`src/rtl/decim_ctrl_if.sv`:
```
// decim_ctrl_if -- decimated I/Q ready/valid stream toward the range-FFT buffer.
//
// Signals:
//   dout_I, dout_Q  decimated I/Q sample             (master -> slave)
//   dout_valid      sample valid                     (master -> slave)
//   dout_last       final sample of PRT, with valid  (master -> slave)
//   dout_ready      downstream accepts sample        (slave -> master)
//
// Modports: master (decim_ctrl side), slave (consumer side).
interface decim_ctrl_if #(
    parameter int unsigned DATA_W = 16
);
    logic [DATA_W-1:0] dout_I;
    logic [DATA_W-1:0] dout_Q;
    logic              dout_valid;
    logic              dout_last;
    logic              dout_ready;

    modport master (
        output dout_I,
        output dout_Q,
        output dout_valid,
        output dout_last,
        input  dout_ready
    );

    modport slave (
        input  dout_I,
        input  dout_Q,
        input  dout_valid,
        input  dout_last,
        output dout_ready
    );
endinterface

```
`src/rtl/decim_ctrl.sv`:
```
// decim_ctrl -- per-PRT DDC-to-decimator sequencer.
//
// On prt_trig, discards cfg_skip settling samples, then takes every
// (cfg_ratio+1)-th DDC I/Q sample until cfg_nsamp samples are taken,
// presenting them on a one-deep ready/valid output slot.
//
// Ports:
//   clk_120m       in   system clock, 120 MHz
//   rst_n          in   asynchronous active-low reset
//   cfg_ratio      in   decimation factor minus 1
//   cfg_skip       in   input samples discarded after trigger
//   cfg_nsamp      in   decimated samples per PRT
//   cfg_load       in   pulse: capture cfg_* into shadow registers
//   prt_trig       in   single-cycle PRT start pulse
//   din_I, din_Q   in   DDC I/Q, valid every cycle
//   dout           if   decim_ctrl_if.master (dout_I/Q, dout_valid,
//                       dout_last, dout_ready)
//   frame_done     out  one-cycle pulse at end of acquisition
//   busy           out  high in SKIP or ACQ
//   err_flags      out  sticky: [0] output overflow, [1] trigger while busy
//   err_clr        in   clears err_flags (a same-cycle set wins)
//
// Build option: define DECIM_ZERO_FILL_EN to force dout_I/dout_Q to zero
// whenever dout_valid is low; otherwise the last loaded sample is held.
module decim_ctrl #(
    parameter int unsigned DATA_W  = 16,
    parameter int unsigned RATIO_W = 4,
    parameter int unsigned SKIP_W  = 8,
    parameter int unsigned NSAMP_W = 12
) (
    input  logic               clk_120m,
    input  logic               rst_n,
    input  logic [RATIO_W-1:0] cfg_ratio,
    input  logic [SKIP_W-1:0]  cfg_skip,
    input  logic [NSAMP_W-1:0] cfg_nsamp,
    input  logic               cfg_load,
    input  logic               prt_trig,
    input  logic [DATA_W-1:0]  din_I,
    input  logic [DATA_W-1:0]  din_Q,
    decim_ctrl_if.master       dout,
    output logic               frame_done,
    output logic               busy,
    output logic [1:0]         err_flags,
    input  logic               err_clr
);

    typedef enum logic [1:0] {
        IDLE = 2'd0,
        SKIP = 2'd1,
        ACQ  = 2'd2
    } state_t;

    state_t state, state_nxt;

    // Shadow (active) configuration and pending capture for loads while busy
    logic [RATIO_W-1:0] sh_ratio, pd_ratio;
    logic [SKIP_W-1:0]  sh_skip,  pd_skip;
    logic [NSAMP_W-1:0] sh_nsamp, pd_nsamp;
    logic               pd_flag;

    logic [SKIP_W-1:0]  skip_cnt;
    logic [RATIO_W-1:0] phase;
    logic [NSAMP_W-1:0] samp_cnt;

    logic [DATA_W-1:0]  slot_I, slot_Q;
    logic               slot_valid, slot_last;

    logic take, last_take, load_slot, drop, accept, trig_err;

    // Next state and per-cycle control
    always_comb begin
        state_nxt = state;
        take      = 1'b0;
        last_take = 1'b0;
        case (state)
            IDLE: begin
                if (prt_trig && (sh_nsamp != '0)) begin
                    // A zero skip count bypasses SKIP entirely
                    state_nxt = (sh_skip == '0) ? ACQ : SKIP;
                end
            end
            SKIP: begin
                if (skip_cnt == sh_skip - SKIP_W'(1)) state_nxt = ACQ;
            end
            ACQ: begin
                take      = (phase == sh_ratio);
                last_take = take && (samp_cnt == sh_nsamp - NSAMP_W'(1));
                if (last_take) state_nxt = IDLE;
            end
            default: state_nxt = IDLE;
        endcase
    end

    assign accept    = slot_valid && dout.dout_ready;
    assign load_slot = take && (!slot_valid || dout.dout_ready);
    assign drop      = take && !load_slot;
    assign trig_err  = prt_trig && (state != IDLE);

    // State and counters
    always_ff @(posedge clk_120m or negedge rst_n) begin
        if (!rst_n) begin
            state    <= IDLE;
            skip_cnt <= '0;
            phase    <= '0;
            samp_cnt <= '0;
        end else begin
            state    <= state_nxt;
            skip_cnt <= (state == SKIP) ? skip_cnt + SKIP_W'(1) : '0;
            if (state == ACQ) begin
                phase <= (phase == sh_ratio) ? '0 : phase + RATIO_W'(1);
                if (take) samp_cnt <= samp_cnt + NSAMP_W'(1);
            end else begin
                phase    <= '0;
                samp_cnt <= '0;
            end
        end
    end

    // Configuration shadowing: loads while busy are deferred to the
    // cycle the frame ends; a load on that very cycle takes precedence.
    always_ff @(posedge clk_120m or negedge rst_n) begin
        if (!rst_n) begin
            sh_ratio <= RATIO_W'(3);
            sh_skip  <= '0;
            sh_nsamp <= '0;
            pd_ratio <= '0;
            pd_skip  <= '0;
            pd_nsamp <= '0;
            pd_flag  <= 1'b0;
        end else if (state == IDLE) begin
            if (cfg_load) begin
                sh_ratio <= cfg_ratio;
                sh_skip  <= cfg_skip;
                sh_nsamp <= cfg_nsamp;
            end
        end else begin
            if (cfg_load) begin
                pd_ratio <= cfg_ratio;
                pd_skip  <= cfg_skip;
                pd_nsamp <= cfg_nsamp;
                pd_flag  <= 1'b1;
            end
            if (state_nxt == IDLE) begin
                pd_flag <= 1'b0;
                if (cfg_load) begin
                    sh_ratio <= cfg_ratio;
                    sh_skip  <= cfg_skip;
                    sh_nsamp <= cfg_nsamp;
                end else if (pd_flag) begin
                    sh_ratio <= pd_ratio;
                    sh_skip  <= pd_skip;
                    sh_nsamp <= pd_nsamp;
                end
            end
        end
    end

    // Output slot, frame_done and sticky errors
    always_ff @(posedge clk_120m or negedge rst_n) begin
        if (!rst_n) begin
            slot_I     <= '0;
            slot_Q     <= '0;
            slot_valid <= 1'b0;
            slot_last  <= 1'b0;
            frame_done <= 1'b0;
            err_flags  <= '0;
        end else begin
            if (load_slot) begin
                slot_I     <= din_I;
                slot_Q     <= din_Q;
                slot_valid <= 1'b1;
                slot_last  <= last_take;
            end else if (accept) begin
                slot_valid <= 1'b0;
                slot_last  <= 1'b0;
            end
            frame_done <= last_take;
            err_flags  <= (err_flags & ~{2{err_clr}}) | {trig_err, drop};
        end
    end

    assign busy            = (state != IDLE);
    assign dout.dout_valid = slot_valid;
    assign dout.dout_last  = slot_last;
`ifdef DECIM_ZERO_FILL_EN
    assign dout.dout_I = slot_valid ? slot_I : '0;
    assign dout.dout_Q = slot_valid ? slot_Q : '0;
`else
    assign dout.dout_I = slot_I;
    assign dout.dout_Q = slot_Q;
`endif

endmodule

```
`src/flat_wrapper.sv`:
```
// flat-port wrapper written by rule: the top's interface ports become plain ports
module decim_ctrl_flat 
#(
    parameter int unsigned DATA_W  = 16,
    parameter int unsigned RATIO_W = 4,
    parameter int unsigned SKIP_W  = 8,
    parameter int unsigned NSAMP_W = 12
)
  (clk_120m, rst_n, cfg_ratio, cfg_skip, cfg_nsamp, cfg_load, prt_trig, din_I, din_Q, frame_done, busy, err_flags, err_clr, dout_dout_I, dout_dout_Q, dout_dout_valid, dout_dout_last, dout_dout_ready);
  decim_ctrl_if #(.DATA_W(DATA_W)) dout_i ();
  input  logic clk_120m;
  input  logic rst_n;
  input  logic [RATIO_W-1:0] cfg_ratio;
  input  logic [SKIP_W-1:0] cfg_skip;
  input  logic [NSAMP_W-1:0] cfg_nsamp;
  input  logic cfg_load;
  input  logic prt_trig;
  input  logic [DATA_W-1:0] din_I;
  input  logic [DATA_W-1:0] din_Q;
  output logic frame_done;
  output logic busy;
  output logic [1:0] err_flags;
  input  logic err_clr;
  output wire logic [$bits(dout_i.dout_I)-1:0] dout_dout_I;
  output wire logic [$bits(dout_i.dout_Q)-1:0] dout_dout_Q;
  output wire logic [$bits(dout_i.dout_valid)-1:0] dout_dout_valid;
  output wire logic [$bits(dout_i.dout_last)-1:0] dout_dout_last;
  input wire logic [$bits(dout_i.dout_ready)-1:0] dout_dout_ready;
  assign dout_dout_I = dout_i.dout_I;
  assign dout_dout_Q = dout_i.dout_Q;
  assign dout_dout_valid = dout_i.dout_valid;
  assign dout_dout_last = dout_i.dout_last;
  assign dout_i.dout_ready = dout_dout_ready;
  decim_ctrl #(.DATA_W(DATA_W), .RATIO_W(RATIO_W), .SKIP_W(SKIP_W), .NSAMP_W(NSAMP_W)) u_core (.clk_120m(clk_120m), .rst_n(rst_n), .cfg_ratio(cfg_ratio), .cfg_skip(cfg_skip), .cfg_nsamp(cfg_nsamp), .cfg_load(cfg_load), .prt_trig(prt_trig), .din_I(din_I), .din_Q(din_Q), .dout(dout_i), .frame_done(frame_done), .busy(busy), .err_flags(err_flags), .err_clr(err_clr));
endmodule
```
`config.mk`:
```
export PLATFORM = sky130hd
export DESIGN_NAME = decim_ctrl_flat
export DESIGN_NICKNAME = d
export VERILOG_FILES = /design/src/rtl/decim_ctrl_if.sv /design/src/rtl/decim_ctrl.sv /design/src/flat_wrapper.sv
export SDC_FILE = /design/constraint.sdc
export NUM_CORES = 1
export LEC_CHECK = 0
export CORE_ASPECT_RATIO = 0.7
export CORE_MARGIN = 2
export CORE_UTILIZATION = 35
export CTS_CLUSTER_DIAMETER = 80
export DETAILED_ROUTE_END_ITERATION = 12
export SYNTH_ARGS = -nofsm -noshare
export SYNTH_HDL_FRONTEND = slang
export SYNTH_SLANG_ARGS = --single-unit
export TNS_END_PERCENT = 10
```
`constraint.sdc`:
```
create_clock -name clk_120m -period 3.5 [get_ports clk_120m]
set_input_delay 0.7 -clock clk_120m [delete_from_list [all_inputs] [get_ports clk_120m]]
set_output_delay 0.7 -clock clk_120m [all_outputs]
set_load 0.01 [all_outputs]
```
=== Yosys cells after proc, flatten, opt, wreduce, memory -nomap -nowiden ===
Index checks and enable logic that the tools add are counted.

* Register bits: 112
* Output and inout bits: 38
* Word-level logic and storage cells: 86

* Add/subtract/negate cells: 5
* Eq/ne operators: 8
* Mux-type cells: 32
* Bitwise gates (word level): 4
* Reduce and logical (&&, ||, !) cells: 20

{| class="wikitable"
|+ Operator list
! kind !! count
|-
| 12-bit two-way mux || 7
|-
| 8-bit two-way mux || 6
|-
| 4-bit two-way mux || 7
|-
| 12-bit by 1-bit adder with 12-bit output, second input constant || 1
|-
| 12-bit == test || 1
|-
| 12-bit nonzero test || 1
|-
| 12-bit by 1-bit subtractor with 12-bit output, second input constant || 1
|-
| 8-bit by 1-bit adder with 8-bit output, second input constant || 1
|-
| 8-bit == test || 1
|-
| 8-bit zero test || 1
|-
| 2-bit two-way mux || 4
|-
| 2-bit nonzero test || 4
|-
| 8-bit by 1-bit subtractor with 8-bit output, second input constant || 1
|-
| 1-bit two-way mux || 7
|-
| 1-bit logical AND || 6
|-
| 2-bit one-hot mux with 3 select lines || 1
|-
| 4-bit by 1-bit adder with 4-bit output, second input constant || 1
|-
| 4-bit == test || 1
|-
| 2-bit zero test || 2
|-
| 2-bit AND reduction || 2
|-
| 3-bit by 2-bit inequality test with 1-bit output, second input constant || 1
|-
| 3-bit AND reduction || 1
|-
| 2-bit bitwise AND || 1
|-
| 2-bit by 1-bit == test with 1-bit output, second input constant || 1
|-
| 8 further kinds || 9
|}

=== Longest topological paths before layout ===
Gate-level depths: netlist of run 1.

* Depth after elaboration: 8
* Depth in mapped cells: 12

=== Least setup slack after synthesis of run 1 ===
No wires, ideal clock.

* Path kind: reg2reg
* From: register u_core.sh_nsamp[0]
* To: register u_core.sh_nsamp[10]
* Library setup time: 120 ps
* Arrival: 2771 ps
* Path slack: 610 ps
* Cell stages (with the launch flop): 12
* Clock period less this slack: 2890 ps
* Cells stage by stage: dfrtp_1 > buf_2 > inv_1 > ha_1 > buf_2 > nor3b_2 > and4_1 > or4b_1 > a2111o_1 > buf_2 > or3_1 > and3_1

* Word-level cells in the longest chain between the ends: 8
* Elaborated cells between the ends (all ways): 12
* Those cells by class: 1 x add/sub; 2 x eq/ne; 3 x mux; 6 x reduce/logical

{| class="wikitable"
|+ RTL lines
! what !! line !! RTL
|-
| from (decl) || decim_ctrl.sv:58 || <nowiki>logic [NSAMP_W-1:0] sh_nsamp, pd_nsamp;</nowiki>
|-
| from (signal assigned) || decim_ctrl.sv:134 || <nowiki>sh_nsamp <= cfg_nsamp;</nowiki>
|-
| from (signal assigned) || decim_ctrl.sv:148 || <nowiki>sh_nsamp <= cfg_nsamp;</nowiki>
|-
| from (signal assigned) || decim_ctrl.sv:152 || <nowiki>sh_nsamp <= pd_nsamp;</nowiki>
|-
| 12-bit by 1-bit subtractor with 12-bit output || decim_ctrl.sv:87 || <nowiki>last_take = take && (samp_cnt == sh_nsamp - NSAMP_W'(1));</nowiki>
|-
| 12-bit == test || decim_ctrl.sv:87 ||
|-
| 1-bit logical AND || decim_ctrl.sv:87 ||
|-
| 2-bit two-way mux || decim_ctrl.sv:88 || <nowiki>if (last_take) state_nxt = IDLE;</nowiki>
|-
| 2-bit one-hot mux with 3 select lines * || decim_ctrl.sv:75 || <nowiki>case (state)</nowiki>
|-
| 2-bit zero test * || decim_ctrl.sv:143 || <nowiki>if (state_nxt == IDLE) begin</nowiki>
|-
| 3-bit by 2-bit inequality test with 1-bit output (no source line) / 2-bit nonzero test (equally long branches) || - ||
|-
| 3-bit AND reduction (no source line) * || - ||
|}

Mark *: on every way between the ends. The rest lies on a longest branch, timed or not.
A chain may end at the register's enable or synchronous reset.

=== Worst setup path in the final report of run 1 ===
* From: register u_core.sh_nsamp[0]
* To: register u_core.sh_skip[3]

* Word-level cells in the longest chain between the ends: 8
* Elaborated cells between the ends (all ways): 12
* Those cells by class: 1 x add/sub; 2 x eq/ne; 3 x mux; 6 x reduce/logical

{| class="wikitable"
|+ RTL lines
! what !! line !! RTL
|-
| 12-bit by 1-bit subtractor with 12-bit output || decim_ctrl.sv:87 ||
|-
| 12-bit == test || decim_ctrl.sv:87 ||
|-
| 1-bit logical AND || decim_ctrl.sv:87 ||
|-
| 2-bit two-way mux || decim_ctrl.sv:88 ||
|-
| 2-bit one-hot mux with 3 select lines * || decim_ctrl.sv:75 ||
|-
| 2-bit zero test * || decim_ctrl.sv:143 ||
|-
| 3-bit by 2-bit inequality test with 1-bit output (no source line) / 2-bit nonzero test (equally long branches) || - ||
|-
| 3-bit AND reduction (no source line) * || - ||
|-
| to (signal assigned) || decim_ctrl.sv:133 || <nowiki>sh_skip <= cfg_skip;</nowiki>
|-
| to (signal assigned) || decim_ctrl.sv:147 || <nowiki>sh_skip <= cfg_skip;</nowiki>
|-
| to (signal assigned) || decim_ctrl.sv:151 || <nowiki>sh_skip <= pd_skip;</nowiki>
|-
| to (decl) || decim_ctrl.sv:57 || <nowiki>logic [SKIP_W-1:0] sh_skip, pd_skip;</nowiki>
|}

Marked as above.

==> impl_metrics.env, run 1 <==
export IMPL_comb_power_share=0.482
export IMPL_async_flop_share=1.00
export IMPL_postSynthCellCount=614
export IMPL_yosysWarnings=0
export IMPL_stdcell_area_um2=7660
export IMPL_post_place_ws_ns=0.441
export IMPL_multi_input_area_um2=3100
export IMPL_path_class="reg2reg"
export IMPL_setup_ws_ns=0.413
export IMPL_core_um2=17200
export IMPL_maxSlewHeadroom=0.589
export IMPL_synth_area_leader_cell="dfrtp_1"
export IMPL_layout_min_cycle_time_ns=3.09
export IMPL_pwr_share_clk=0.175
export IMPL_placed_cell_area_um2=7350
export IMPL_ys_types=53
export IMPL_area_growth_pct=25.0
export IMPL_finClkSkew_ns=0.0126
export IMPL_ys_flop_type="dfrtp_1"
export IMPL_rsz0062_at_grt="no"
export IMPL_internal_power_mw=3.72
export IMPL_netSwitchingFraction=0.380
export IMPL_cts_setup_buffers=0
export IMPL_r2r_setup_slack_ns=0.41
export IMPL_clk_path_buf_depth=2
export IMPL_postSynthAreaPerCell_um2=9.98
export IMPL_dp_hpwl_mm=10.0
export IMPL_synth_seq_area_share=0.458
export IMPL_gp_congestion=0.816
export IMPL_syn_area_um2=6130
export IMPL_drc_errors=0
export IMPL_grt_max_degree=60
export IMPL_root_buffer="clkbuf_16"
export IMPL_p_switching_mw=2.28
export IMPL_grt_pass1_vias=4870
export IMPL_finalHoldViolCount=0
export IMPL_grt_pass1_wl_mm=23.9
export IMPL_startpoint_type="flop"
export IMPL_pin_count=100
export IMPL_synthMuxAreaShare=0.144
export IMPL_fin_nets=761
export IMPL_worstSetupEndpointType="flop"
export IMPL_synth_seq_cells=112
export IMPL_setup_viol=0
export IMPL_drv_slew=0
export IMPL_routed_wl_mm=14.1
export IMPL_r2r_start="u_core.sh_nsamp[0]"
export IMPL_cts_tree="done"
export IMPL_cts_sinks=112
export IMPL_hold_path_class="in2async"
export IMPL_tightest_slew_ns=0.617
export IMPL_dpl_cell_count=914
export IMPL_fin_setup_tns_ns=0
export IMPL_start_util=0.357
export IMPL_fillers=1607
export IMPL_wl_per_cell_um=15.2
export IMPL_fmax_mhz=324
export IMPL_htreeDepth=3
export IMPL_num_rows=40
export IMPL_overflow=0
export IMPL_worstSkewPairLatency_ns=0.36
export IMPL_period_share=0.882
export IMPL_power_density_nw_per_um2=783
export IMPL_dieArea_um2=18600
export IMPL_synth_compound_area_share=0.0741
export IMPL_reg2regPathDepth=9
export IMPL_cts_resized=0
export IMPL_p_leak_nw=3.35
export IMPL_port_buffers=99
export IMPL_synth_fa_ha_area_frac=0.0102
export IMPL_grtUsageTotal=0.160
export IMPL_hold_ws_ns=0.297
export IMPL_clk_pin_slew_ns=0.08
export IMPL_synth_top_family_by_area="simple AND/OR/NAND/NOR gates"
export IMPL_synth_top_area_frac=0.449
export IMPL_die_h_um=115
export IMPL_required_ns=3.75
export IMPL_ant_nets=0
export IMPL_numCtsBuffers=9
export IMPL_synth_edff_count=0
export IMPL_vias=4889
export IMPL_regToRegEndpoint="u_core.sh_skip[3]"
export IMPL_ir_drop_v=0.000431
export IMPL_antenna_found_initial=0
export IMPL_regArea_um2=2810
export IMPL_drive_above_1_share=0.139
export IMPL_maxCapViolCount=0
export IMPL_seqPwrFrac=0.343
export IMPL_antenna_cells=0
export IMPL_via_per_inst=5.26
export IMPL_cts_hold_repair_buffers=0
export IMPL_synth_commonest_cells="dfrtp_1 (110), nand2_1 (60), nor2_1 (60), mux2_2 (56), nor3_1 (34)"
export IMPL_synthMostInstantiatedCell="dfrtp_1"
export IMPL_synth_simple_area_share=0.208
export IMPL_die_x_um=162
export IMPL_final_cell_count_no_fill=930
export IMPL_drtIter0Drc=351
export IMPL_drt_first_pass_iters=5
export IMPL_synth_nets=681
export IMPL_synth_xor_area_share=0.0658
export IMPL_status="completed"
export IMPL_cp_arrival_ns=3.34
export IMPL_synth_area_leaders="dfrtp_1 (45%), mux2_2 (10%), xnor2_1 (4.1%)"
export IMPL_crit_fanout=51
==> logic make-up after synthesis <==
| group | after synthesis |
|---|---|
| AOI/OAI and AO/OA | 61 |
| xor gates and xnor gates | 46 |
| DFF | 112 |
| buffers and inverters | 59 |
| muxes | 81 |
| and+or+nand+nor | 250 |
| adders and majority gates | 5 |
==> routing by layer <==
layer	vias to the layer above	share of wire	global-route usage
met4	0	0.013	0.0419
met1	2410	0.48	0.225
met2	127	0.45	0.246
li1	2332	-	-
met5	-	0	0
met3	20	0.053	0.0409
==> power by group through the flow <==
stage	sequential, mW	clock (mW)	combinational, mW
after floorplan	2.08	0	1.91
after global placement	2.06	0	2.79
after detailed placement	2.08	0	2.90
after CTS	2.06	1.08	2.90
after global routing	2.12	1.14	3.21
final	2.05	1.05	2.89
==> sequential cells by signal, summed over array words and instances (netlist names) <==
register,flops
u_core.sh_ratio,4
u_core.samp_cnt,12
u_core.dout.dout_Q,16
u_core.sh_nsamp,12
u_core.pd_ratio,4
u_core.err_flags,2
u_core.phase,4
u_core.state,2
u_core.dout.dout_valid,1
u_core.pd_nsamp,12
u_core.pd_flag,1
u_core.dout.dout_last,1
u_core.skip_cnt,8
u_core.frame_done,1
u_core.pd_skip,8
u_core.sh_skip,8
u_core.dout.dout_I,16
==> final cells by class <==
cell class	instances	share of cell area
sequential	112	0.366
clock buffer	10	0.0312
clock inverter	6	0.00866
multi-input combinational	443	0.405
inverter	16	0.00784
timing repair buffer	112	0.143
tap	231	0.0377
==> cells in the final DEF (no fill, tap or decap), drive strengths merged, types with 2 or more instances in the layout <==
master         netlist  final
dfrtp              110    110
clkdlybuf4s50        0     98
nor2                60     60
nand2               60     60
mux2                56     56
nor3                35     35
xnor2               29     29
and3                28     28
or3                 26     26
mux2i               25     25
a221oi              24     24
inv                 16     20
xor2                17     17
buf                 13     14
nand3               11     11
o21ai               11     11
clkbuf              30     10
nand2b               6      6
nor4                 6      6
a21oi                5      5
ha                   5      5
a31oi                5      5
nand4                4      4
or4                  4      4
or4b                 3      3
nand4b               2      2
o22ai                2      2
a22o                 2      2
nor2b                2      2
and4                 2      2
dfstp                2      2
==> critical path, cell delays in order (launching register included) <==
cell      delay (ns)
dfrtp_1         0.38
inv_1           0.06
ha_1            0.31
nor3b_2         0.34
a31oi_1         0.12
or4b_1          0.53
a2111o_1        0.40
buf_4           0.28
or3_1           0.39
and3_1          0.15
==> worst max path at each step <==
stage / cells after the start / slack (ns) / from / to
final: 9 / 0.41 / u_core.sh_nsamp[0] / u_core.sh_skip[3]
after global routing: 9 / 0.23 / u_core.sh_nsamp[1] / u_core.sh_skip[3]
after CTS: 9 / 0.42 / u_core.sh_nsamp[0] / u_core.sh_skip[1]
after detailed placement: 9 / 0.44 / u_core.sh_nsamp[0] / u_core.sh_ratio[3]
after global placement: 9 / 0.56 / u_core.sh_nsamp[0] / u_core.sh_skip[0]
after floorplan: 11 / 0.61 / u_core.sh_nsamp[0] / u_core.sh_nsamp[10]
==> per-stage QoR <==
| step | utilization | power, mW |
|---|---|---|
| after floorplan | - | 3.99 |
| after detailed placement | 0.428 | 4.97 |
| after global routing | 0.446 | 6.47 |
| final | 0.446 | 6.00 |
| after CTS | 0.446 | 6.05 |
| after global placement | 0.428 | 4.85 |
Power figures use the tool's default switching activity.
==> run 2: changes to the inputs <==
Settings changed: ABC_AREA set to 1, PLACE_DENSITY set to 0.53, RECOVER_POWER set to 100.
==> run 2 against run 1 <==
Against the previous run:
- sequential power up 4%
- critical path depth down 4
- highest routed layer unchanged
- total power down 7.1%
- design area down 5.1%
- non-clock buffer count down 8
- the flow now finishes with violations (capacitance limit, slew limit)
- maximum frequency up 15%
- clock skew down 0.0054 ns
- first-iteration DRC count up 12%
- wire length down 3.8%
==> impl_metrics.env, run 2 <==
export IMPL_status="finished, violations left"
export IMPL_violations="capacitance limit, slew limit"
export IMPL_synth_area_leader_cell="dfrtp_1"
export IMPL_crit_fanout=49
export IMPL_worstSkewPairLatency_ns=0.35
export IMPL_post_place_ws_ns=0.895
export IMPL_clk_path_buf_depth=2
export IMPL_postSynthCellCount=714
export IMPL_period_share=0.769
export IMPL_ir_drop_v=0.000272
export IMPL_worstSetupEndpointType="flop"
export IMPL_port_buffers=99
export IMPL_setup_ws_ns=0.809
export IMPL_synth_seq_cells=112
export IMPL_synth_seq_area_share=0.484
export IMPL_dpl_cell_count=1024
export IMPL_routed_wl_mm=13.6
export IMPL_cts_tree="done"
export IMPL_die_h_um=112
export IMPL_die_x_um=158
export IMPL_ys_types=40
export IMPL_required_ns=3.66
export IMPL_dieArea_um2=17600
export IMPL_drive_above_1_share=0.0834
export IMPL_grtUsageTotal=0.169
export IMPL_synth_xor_area_share=0.0313
export IMPL_grt_pass1_vias=4818
export IMPL_grt_max_degree=52
export IMPL_finClkSkew_ns=0.00726
export IMPL_postSynthAreaPerCell_um2=8.11
export IMPL_vias=4802
export IMPL_num_rows=39
export IMPL_ant_nets=0
export IMPL_fin_setup_tns_ns=0
export IMPL_synthMuxAreaShare=0.0622
export IMPL_synth_compound_area_share=0.0778
export IMPL_yosysWarnings=0
export IMPL_path_class="reg2reg"
export IMPL_core_um2=16200
export IMPL_cp_arrival_ns=2.85
export IMPL_final_cell_count_no_fill=1040
export IMPL_fin_nets=877
export IMPL_ys_flop_type="dfrtp_1"
export IMPL_drv_slew=50
export IMPL_rsz0062_at_grt="no"
export IMPL_drc_errors=0
export IMPL_layout_min_cycle_time_ns=2.69
export IMPL_htreeDepth=3
export IMPL_numCtsBuffers=9
export IMPL_final_common_cell="nand2_1"
export IMPL_setup_viol=0
export IMPL_synth_area_leaders="dfrtp_1 (48%), nand2_1 (12%), mux2_2 (6.2%)"
export IMPL_cts_hold_repair_buffers=0
export IMPL_synth_top_family_by_area="simple AND/OR/NAND/NOR gates"
export IMPL_gp_congestion=0.881
export IMPL_cts_setup_buffers=0
export IMPL_hold_ws_ns=0.487
export IMPL_cts_resized=0
export IMPL_grt_pass1_wl_mm=23.8
export IMPL_dp_hpwl_mm=10.1
export IMPL_synth_simple_area_share=0.254
export IMPL_tightest_slew_ns=1.78
export IMPL_synth_top_area_frac=0.475
export IMPL_fmax_mhz=372
export IMPL_maxCapViolCount=1
export IMPL_syn_area_um2=5790
export IMPL_area_growth_pct=25.5
export IMPL_clk_pin_slew_ns=0.07
export IMPL_synth_commonest_cells="nand2_1 (188), dfrtp_1 (110), inv_1 (92), nor2_1 (71), nand3_1 (51)"
export IMPL_synth_fa_ha_area_frac=0.0108
export IMPL_drtIter0Drc=393
export IMPL_reg2regPathDepth=5
export IMPL_startpoint_type="flop"
export IMPL_wl_per_cell_um=13.0
export IMPL_drt_first_pass_iters=5
export IMPL_start_util=0.356
export IMPL_via_per_inst=4.62
export IMPL_root_buffer="clkbuf_16"
export IMPL_overflow=0
export IMPL_antenna_cells=0
export IMPL_layout_common_cells="nand2_1 (189), dfrtp_1 (110), inv_1 (93)"
export IMPL_maxSlewHeadroom=-0.190
export IMPL_synth_nets=781
export IMPL_power_density_nw_per_um2=766
export IMPL_synthMostInstantiatedCell="nand2_1"
export IMPL_finalHoldViolCount=0
export IMPL_cts_sinks=112
export IMPL_async_flop_share=1.00
export IMPL_hold_depth=2
export IMPL_antenna_found_initial=0
export IMPL_pin_count=100
export IMPL_synth_edff_count=0
export IMPL_p_leak_nw=3.51
export IMPL_hold_path_class="reg2reg"
[run 2: changes by cell type after synthesis, sizes merged, moves of 25 or more]
| cell | delta |
|---|---|
| or3 | -26 |
| o21ai | +30 |
| and3 | -28 |
| inv | +80 |
| nand2 | +133 |
| a21oi | +32 |
| mux2i | -25 |
| nand3 | +41 |
[run 2: power by group]
| part | internal (mW) | switching (mW) | total, mW |
|---|---|---|---|
| clock network | 0.562 | 0.477 | 1.04 |
| registers | 1.76 | 0.372 | 2.14 |
| logic | 1.02 | 1.37 | 2.39 |
[run 2: layer usage]
layer  global-route usage  vias up  share of wire
li1                     -     2451              -
met1                0.262     2234           0.52
met2                0.237      106           0.41
met3               0.0370       11          0.053
met4               0.0430        0          0.011
met5                    0        -              0
[run 2: path summary, 6_finish.rpt]
kind / startpoint / end / slack (ns)
min in group asynchronous: rst_n / u_core.pd_skip[2] / 0.62
worst max-delay path: u_core.state[0] / u_core.pd_skip[5] / 0.81
worst min register to register: u_core.pd_nsamp[11] / u_core.pd_nsamp[11] / 0.49
worst min-delay path: u_core.pd_nsamp[11] / u_core.pd_nsamp[11] / 0.49
worst max register to register: u_core.state[0] / u_core.pd_skip[5] / 0.81
max in group asynchronous: rst_n / u_core.dout.dout_I[12] / 1.09
[run 2: cells by family after synthesis]
group / after synthesis
buffers and inverters: 116
adder cells (fa/ha/maj): 5
AO/OA/AOI/OAI: 85
multiplexers: 32
XOR/XNOR: 19
AND/OR/NAND/NOR: 345
flip-flops: 112
[run 2: worst max-delay path: stages (launching register included)]
cell and delay [ns]:
dfrtp_1 0.39, nor2_1 0.27, inv_1 0.23, nand2_1 0.10, clkbuf_1 1.28, o21ai_0 0.22
[run 2: area by class of cell]
class                   instances  area [um2]
multi-input cells             486        2510
well taps                     225         282
flip-flops and latches        112        2810
inverters                      97         364
repair buffers                104        1010
clock buffers                  12         236
clock inverters                 4        55.1
fillers                      1582        8980
[run 2: metrics by stage]
| step | instance area (um2) | utilization | total power [mW] |
|---|---|---|---|
| floorplan | 5790 | - | 3.78 |
| global placement | 7010 | 0.432 | 4.59 |
| detailed placement | 7010 | 0.432 | 4.65 |
| CTS | 7300 | 0.450 | 5.72 |
| global route | 7270 | 0.447 | 6.10 |
| finish | 7270 | 0.447 | 5.57 |
